`src/rtl/cpu_ctrl_pkg.sv`:
```
// Shared types and encodings for the accumulator-CPU control unit.
// Optional single-step support is enabled with CTRL_SINGLE_STEP_EN (see ctrl_fsm).
package cpu_ctrl_pkg;

  typedef enum logic [2:0] {
    S_FETCH,
    S_LOADIR,
    S_EXEC,
    S_OPLD,
    S_MEMA,
    S_MEMD,
    S_HALT
  } state_t;

  // What EXEC leads to; OPLD reuses the same class to tell LDM from JMP.
  typedef enum logic [1:0] {
    NX_FETCH,
    NX_LDM,
    NX_JMP,
    NX_HALT
  } next_cls_t;

  localparam logic [1:0] GRP_MISC = 2'b00;
  localparam logic [1:0] GRP_ALU  = 2'b01;
  localparam logic [1:0] GRP_BZF  = 2'b10;
  localparam logic [1:0] GRP_BNZB = 2'b11;

  localparam logic [2:0] OP_LDA  = 3'b000;
  localparam logic [2:0] OP_STA  = 3'b001;
  localparam logic [2:0] OP_LDM  = 3'b010;
  localparam logic [2:0] OP_IN   = 3'b011;
  localparam logic [2:0] OP_OUT  = 3'b100;
  localparam logic [2:0] OP_JMP  = 3'b101;
  localparam logic [2:0] OP_SHF  = 3'b110;
  localparam logic [2:0] OP_HALT = 3'b111;

  localparam logic [1:0] JMP_INC  = 2'b00;
  localparam logic [1:0] JMP_ABS  = 2'b01;
  localparam logic [1:0] JMP_BACK = 2'b10;
  localparam logic [1:0] JMP_FWD  = 2'b11;

  localparam logic [1:0] ASEL_SHF = 2'b00;
  localparam logic [1:0] ASEL_RF  = 2'b01;
  localparam logic [1:0] ASEL_IN  = 2'b10;
  localparam logic [1:0] ASEL_MEM = 2'b11;

  localparam logic [2:0] ALU_PASS = 3'b000;
  localparam logic [1:0] SHF_NONE = 2'b00;

  typedef struct packed {
    logic       ir_load;
    logic [1:0] jmp_sel;
    logic       pc_load;
    logic       mem_inst;
    logic       mr_load;
    logic [1:0] a_sel;
    logic       a_load;
    logic       rf_wr;
    logic [2:0] alu_sel;
    logic [1:0] shift_sel;
    logic       out_en;
    logic       halted;
  } strobes_t;

  localparam strobes_t STROBES_IDLE = '0;

endpackage

```
`src/rtl/ctrl_decode.sv`:
```
// Combinational instruction decode: IR + accumulator -> EXEC-cycle strobes and
// the class of state that follows EXEC.
module ctrl_decode
  import cpu_ctrl_pkg::*;
#(
  parameter int ADDR_W = 6,
  parameter int DATA_W = 8
) (
  input  logic [DATA_W-1:0] instr,
  input  logic [DATA_W-1:0] acc,
  output strobes_t          strobes,
  output next_cls_t         next_cls
);

  logic [1:0] grp;
  logic [2:0] fld;
  logic       acc_zero;
  logic       unused_bits;

  // Opcode group sits directly above the offset field.
  assign grp         = instr[ADDR_W +: 2];
  assign fld         = instr[ADDR_W-1 -: 3];
  assign acc_zero    = (acc == '0);
  assign unused_bits = instr[2];

  always_comb begin
    strobes  = STROBES_IDLE;
    next_cls = NX_FETCH;
    case (grp)
      GRP_MISC: begin
        case (fld)
          OP_LDA: begin
            strobes.a_sel  = ASEL_RF;
            strobes.a_load = 1'b1;
          end
          OP_STA:  strobes.rf_wr = 1'b1;
          OP_LDM:  next_cls = NX_LDM;
          OP_IN: begin
            strobes.a_sel  = ASEL_IN;
            strobes.a_load = 1'b1;
          end
          OP_OUT:  strobes.out_en = 1'b1;
          OP_JMP:  next_cls = NX_JMP;
          OP_SHF: begin
            strobes.alu_sel   = ALU_PASS;
            strobes.shift_sel = instr[1:0];
            strobes.a_sel     = ASEL_SHF;
            strobes.a_load    = 1'b1;
          end
          OP_HALT: next_cls = NX_HALT;
        endcase
      end
      GRP_ALU: begin
        strobes.alu_sel   = fld;
        strobes.shift_sel = SHF_NONE;
        strobes.a_sel     = ASEL_SHF;
        strobes.a_load    = 1'b1;
      end
      GRP_BZF: begin
        if (acc_zero) begin
          strobes.pc_load = 1'b1;
          strobes.jmp_sel = JMP_FWD;
        end
      end
      GRP_BNZB: begin
        if (!acc_zero) begin
          strobes.pc_load = 1'b1;
          strobes.jmp_sel = JMP_BACK;
        end
      end
    endcase
  end

endmodule

```
`src/rtl/ctrl_fsm.sv`:
```
// Multi-cycle control FSM for the 8-bit accumulator datapath.
// Define CTRL_SINGLE_STEP_EN to add the 'step' input that gates FETCH.
module ctrl_fsm
  import cpu_ctrl_pkg::*;
#(
  parameter int ADDR_W = 6,
  parameter int DATA_W = 8
) (
  input  logic              clk,
  input  logic              reset,
`ifdef CTRL_SINGLE_STEP_EN
  input  logic              step,
`endif
  input  logic [DATA_W-1:0] INSTR,
  input  logic [DATA_W-1:0] accout,
  output logic              IRload,
  output logic [1:0]        Jmpmuxsel,
  output logic              PCload,
  output logic              MemInst,
  output logic              MRload,
  output logic [1:0]        Asel,
  output logic              Aload,
  output logic              RFwr,
  output logic [2:0]        ALUsel,
  output logic [1:0]        Shiftsel,
  output logic              outen,
  output logic              halted
);

  state_t    state;
  state_t    state_nx;
  strobes_t  dec_strb;
  next_cls_t dec_cls;
  strobes_t  strb;
  logic      step_go;

`ifdef CTRL_SINGLE_STEP_EN
  assign step_go = step;
`else
  assign step_go = 1'b1;
`endif

  ctrl_decode #(
    .ADDR_W (ADDR_W),
    .DATA_W (DATA_W)
  ) u_decode (
    .instr    (INSTR),
    .acc      (accout),
    .strobes  (dec_strb),
    .next_cls (dec_cls)
  );

  always_ff @(posedge clk) begin
    if (reset) state <= S_FETCH;
    else       state <= state_nx;
  end

  always_comb begin
    state_nx = state;
    strb     = STROBES_IDLE;
    case (state)
      S_FETCH: begin
        if (step_go) state_nx = S_LOADIR;
      end
      S_LOADIR: begin
        strb.ir_load = 1'b1;
        strb.pc_load = 1'b1;
        strb.jmp_sel = JMP_INC;
        state_nx     = S_EXEC;
      end
      S_EXEC: begin
        strb = dec_strb;
        case (dec_cls)
          NX_LDM, NX_JMP: state_nx = S_OPLD;
          NX_HALT:        state_nx = S_HALT;
          default:        state_nx = S_FETCH;
        endcase
      end
      // IR still holds the opcode here, so the decode class picks LDM vs JMP.
      S_OPLD: begin
        strb.pc_load = 1'b1;
        if (dec_cls == NX_LDM) begin
          strb.mr_load = 1'b1;
          strb.jmp_sel = JMP_INC;
          state_nx     = S_MEMA;
        end else begin
          strb.jmp_sel = JMP_ABS;
          state_nx     = S_FETCH;
        end
      end
      S_MEMA: begin
        strb.mem_inst = 1'b1;
        state_nx      = S_MEMD;
      end
      S_MEMD: begin
        strb.mem_inst = 1'b1;
        strb.a_sel    = ASEL_MEM;
        strb.a_load   = 1'b1;
        state_nx      = S_FETCH;
      end
      S_HALT: begin
        strb.halted = 1'b1;
      end
      default: state_nx = S_FETCH;
    endcase
    // Outputs are forced quiet for the whole reset cycle, whatever the state.
    if (reset) strb = STROBES_IDLE;
  end

  assign IRload    = strb.ir_load;
  assign Jmpmuxsel = strb.jmp_sel;
  assign PCload    = strb.pc_load;
  assign MemInst   = strb.mem_inst;
  assign MRload    = strb.mr_load;
  assign Asel      = strb.a_sel;
  assign Aload     = strb.a_load;
  assign RFwr      = strb.rf_wr;
  assign ALUsel    = strb.alu_sel;
  assign Shiftsel  = strb.shift_sel;
  assign outen     = strb.out_en;
  assign halted    = strb.halted;

endmodule

```
`config.mk`:
```
export PLATFORM = sky130hd
export DESIGN_NAME = ctrl_fsm
export DESIGN_NICKNAME = d
export VERILOG_FILES = /design/src/rtl/cpu_ctrl_pkg.sv /design/src/rtl/ctrl_decode.sv /design/src/rtl/ctrl_fsm.sv
export SDC_FILE = /design/constraint.sdc
export NUM_CORES = 1
export LEC_CHECK = 0
export ABC_AREA = 1
export CORE_MARGIN = 3
export CORE_UTILIZATION = 39
export CTS_BUF_LIST = sky130_fd_sc_hd__clkbuf_4
export DETAILED_ROUTE_END_ITERATION = 8
export PLACE_DENSITY_LB_ADDON = 0.25
export RECOVER_POWER = 100
export SYNTH_ARGS = -nofsm -noshare
export SYNTH_HDL_FRONTEND = slang
export SYNTH_SLANG_ARGS = --single-unit
export TNS_END_PERCENT = 10
```
`constraint.sdc`:
```
create_clock -name clk -period 3.85 [get_ports clk]
set_input_delay 0.77 -clock clk [delete_from_list [all_inputs] [get_ports clk]]
set_output_delay 0.77 -clock clk [all_outputs]
set_load 0.01 [all_outputs]
```
==> flow_summary.json <==
{
  "crit_required_ns": 3.08,
  "vias": 723,
  "setup-violations-final": 0,
  "leakage_uw": 0.0004360,
  "largest_reg_flops": 3,
  "numCtsBuffers": 3,
  "holdWs_ns": 0.5702,
  "drive_gt1_share_pct": 9.559,
  "rr_worst_depth": 4,
  "pwr-share-clk_pct": 40.8,
  "reg.largest.list": "state: 3 flops",
  "ant_nets": 0,
  "dp_slack_ns": 0.2374,
  "drt_wl_total_mm": 1.593,
  "syn_area_um2": 533.0,
  "power_frac_seq_pct": 24.0,
  "rrSetupSlack_ns": 2.86,
  "grt_pass1_vias": 660,
  "start_util_pct": 44.94,
  "grt_max_degree": 15,
  "cts.clk_slew.worst_paths_ns": 0.03,
  "nets": 158,
  "path_class": "in2out",
  "largest-register": "state",
  "timing_hold_violations_final": 0,
  "io_buffers": 33,
  "critPathMaxStageDelay_ns": 0.63,
  "ys_seq_area_share_pct": 11.27,
  "coreArea_um2": 1186,
  "die_x_um": 42.97,
  "dpl_cell_area_um2": 877.1,
  "antenna_found_initial": 0,
  "clk_latency_ns": 0.24,
  "path_cells": "dlygate4sd3_1, nor2_1, inv_1, nand2_1, and3_1, ha_1, inv_1, nand4_1, a21oi_1, clkdlybuf4s50_1",
  "rsz0062_at_grt": "false",
  "drv_slew": 0,
  "p_sw_share_pct": 30.93,
  "cp_common_cell": "inv_1",
  "status": "completed",
  "cts_root_buffer": "clkbuf_4",
  "power.internal_uw": 106.5,
  "min_period_ns": 3.646,
  "cts_tree": "done",
  "cp_slowest_cell": "dlygate4sd3_1",
  "crit_fanout": 6,
  "power_frac_comb_pct": 35.2,
  "grt_overflow": 0,
  "hpwl_mm": 1.302,
  "avgViaCountPerCell": 4.820,
  "final_cells": 150,
  "cts_sinks": 3,
  "hold_buffers": 0,
  "post_drt_wl_per_cell_um": 10.62,
  "ios": 35,
  "final_area_um2": 907.1,
  "ys_ff_latch": 3,
  "finalClockSkew_ns": 0.006771,
  "endpoint_kind": "primary output",
  "worstMarginPinSlew_ns": 0.2820,
  "max_slew_margin_pct": 81.18,
  "worstPathArrival_ns": 2.88,
  "globalplace.congestion": 0.8362,
  "switchingPower_uw": 47.70,
  "post_cts_buffers": 0,
  "syn_area_per_cell_um2": 5.330,
  "dieArea_um2": 1846,
  "endpoint": "Jmpmuxsel[0]",
  "place_inst": 146,
  "r2r-start": "state[1]",
  "syn_to_final_growth_pct": 70.19,
  "max-clock-path-buffers": 2,
  "drtIter0Drc": 27,
  "cp-start-kind": "primary input",
  "layout_setup_ws_ns": 0.2041,
  "ctsResizeCount": 0,
  "r2r-end": "state[2]",
  "die-height_um": 42.97,
  "num_rows": 12,
  "htree_levels": 1,
  "drtPass1Iterations": 4,
  "diodes": 0,
  "startpoint": "INSTR[3]",
  "drc": 0,
  "setup-tns-final_ns": 0,
  "hp-class": "reg2reg",
  "ir_drop_mv": 0.2623,
  "maxCapViolCount": 0,
  "min_from": "state[0]",
  "syn_nets": 121,
  "fmax_mhz": 274.3,
  "p_per_area_nw_per_um2": 170.0,
  "yosysWarnings": 0,
  "grt_use_total_pct": 18.11,
  "grt_pass1_wl_mm": 2.663,
  "post-route-period-util_pct": 94.70,
  "synth.distinct_cells": 22,
  "syn_inst": 100
}
per-stage QoR:
step	util, %	total power [uW]
2_1_floorplan	-	63.69
3_3_place_gp	73.95	91.12
3_5_place_dp	73.95	92.23
4_1_cts	76.48	157.7
5_1_grt	76.48	167.9
6_report	76.48	154.2
cells in the mapped netlist:
cell      number  area [um2]
inv_1         16       60.06
nor3_1         3       15.01
or2_1          1       6.260
o22ai_1        1       6.260
clkbuf_1       1       3.750
nor4_1         3       18.77
o21ai_0        2       10.01
buf_4          1       7.510
a21oi_1        6       30.03
nand4_1        3       18.77
nor2_4         1       11.26
nand3_4        1       17.52
and3_1         1       6.260
nand2_1       18       67.56
nor2_2         1       6.260
or2_4          1       8.760
nand3_1        9       45.04
inv_2          3       11.26
dfxtp_1        3       60.06
ha_1           3       37.54
nor2_1        21       78.83
nand2_2        1       6.260
cell type report:
cell class                 instances  area, um2
sequential                         3      60.06
multi-input combinational         76      390.4
timing repair buffer              34      337.8
clock buffer                       4      30.03
tap                               14      17.52
fill                              96      279.0
inverter                          19      71.32
routing by layer:
layer / GRT usage, % / vias to the layer above / wire [um]
met5: 0 / - / 0
met4: 1.807 / 0 / 0
met1: 21.55 / 297 / 656
met3: 8.475 / 0 / 187
met2: 30.54 / 36 / 748
li1: - / 390 / -
worst max-delay path, delay by kind of cell:
kind,cells,cell delay [ns]
buf+inv,4,1.33
simple gates,4,0.41
fa+ha+maj,1,0.20
compound gates,1,0.16
cell families (layout without fill, tap and decap cells):
| group | count (synthesis) | count (layout) | synth area share, % |
|---|---|---|---|
| and+or+nand+nor | 64 | 64 | 57.51 |
| buffers and inverters | 21 | 57 | 15.49 |
| DFF | 3 | 3 | 11.27 |
| adders and majority gates | 3 | 3 | 7.043 |
| AOI/OAI and AO/OA | 9 | 9 | 8.686 |
power groups by stage:
stage,logic [uW],clock network (uW),registers (uW)
6_report,54.3,62.9,37.0
5_1_grt,60.3,70.3,37.3
4_1_cts,55.1,65.8,36.9
3_5_place_dp,54.8,0,37.4
3_3_place_gp,53.8,0,37.3
2_1_floorplan,28.3,0,35.4
worst min-delay path by stage:
stage / cells after the start / to / slack (ns)
floorplan: 1 / state[2] / 0.51
global placement: 1 / state[2] / 0.55
detailed placement: 1 / state[2] / 0.54
CTS: 1 / state[2] / 0.57
global route: 1 / state[2] / 0.61
finish: 1 / state[2] / 0.57
cells in the final DEF, fill, tap and decap left out:
cell             instances
nand4_1                  3
inv_1                   16
or2_1                    1
nand3_1                  9
clkbuf_4                 4
inv_2                    3
or2_4                    1
and3_1                   1
buf_4                    1
dfxtp_1                  3
nor2_2                   1
ha_1                     3
nor2_1                  21
nor4_1                   3
nor3_1                   3
o21ai_0                  2
o22ai_1                  1
clkdlybuf4s50_1         19
nand2_2                  1
nand2_1                 18
a21oi_1                  6
nand3_4                  1
dlygate4sd3_1           14
nor2_4                   1
Power figures use the tool's default switching activity.
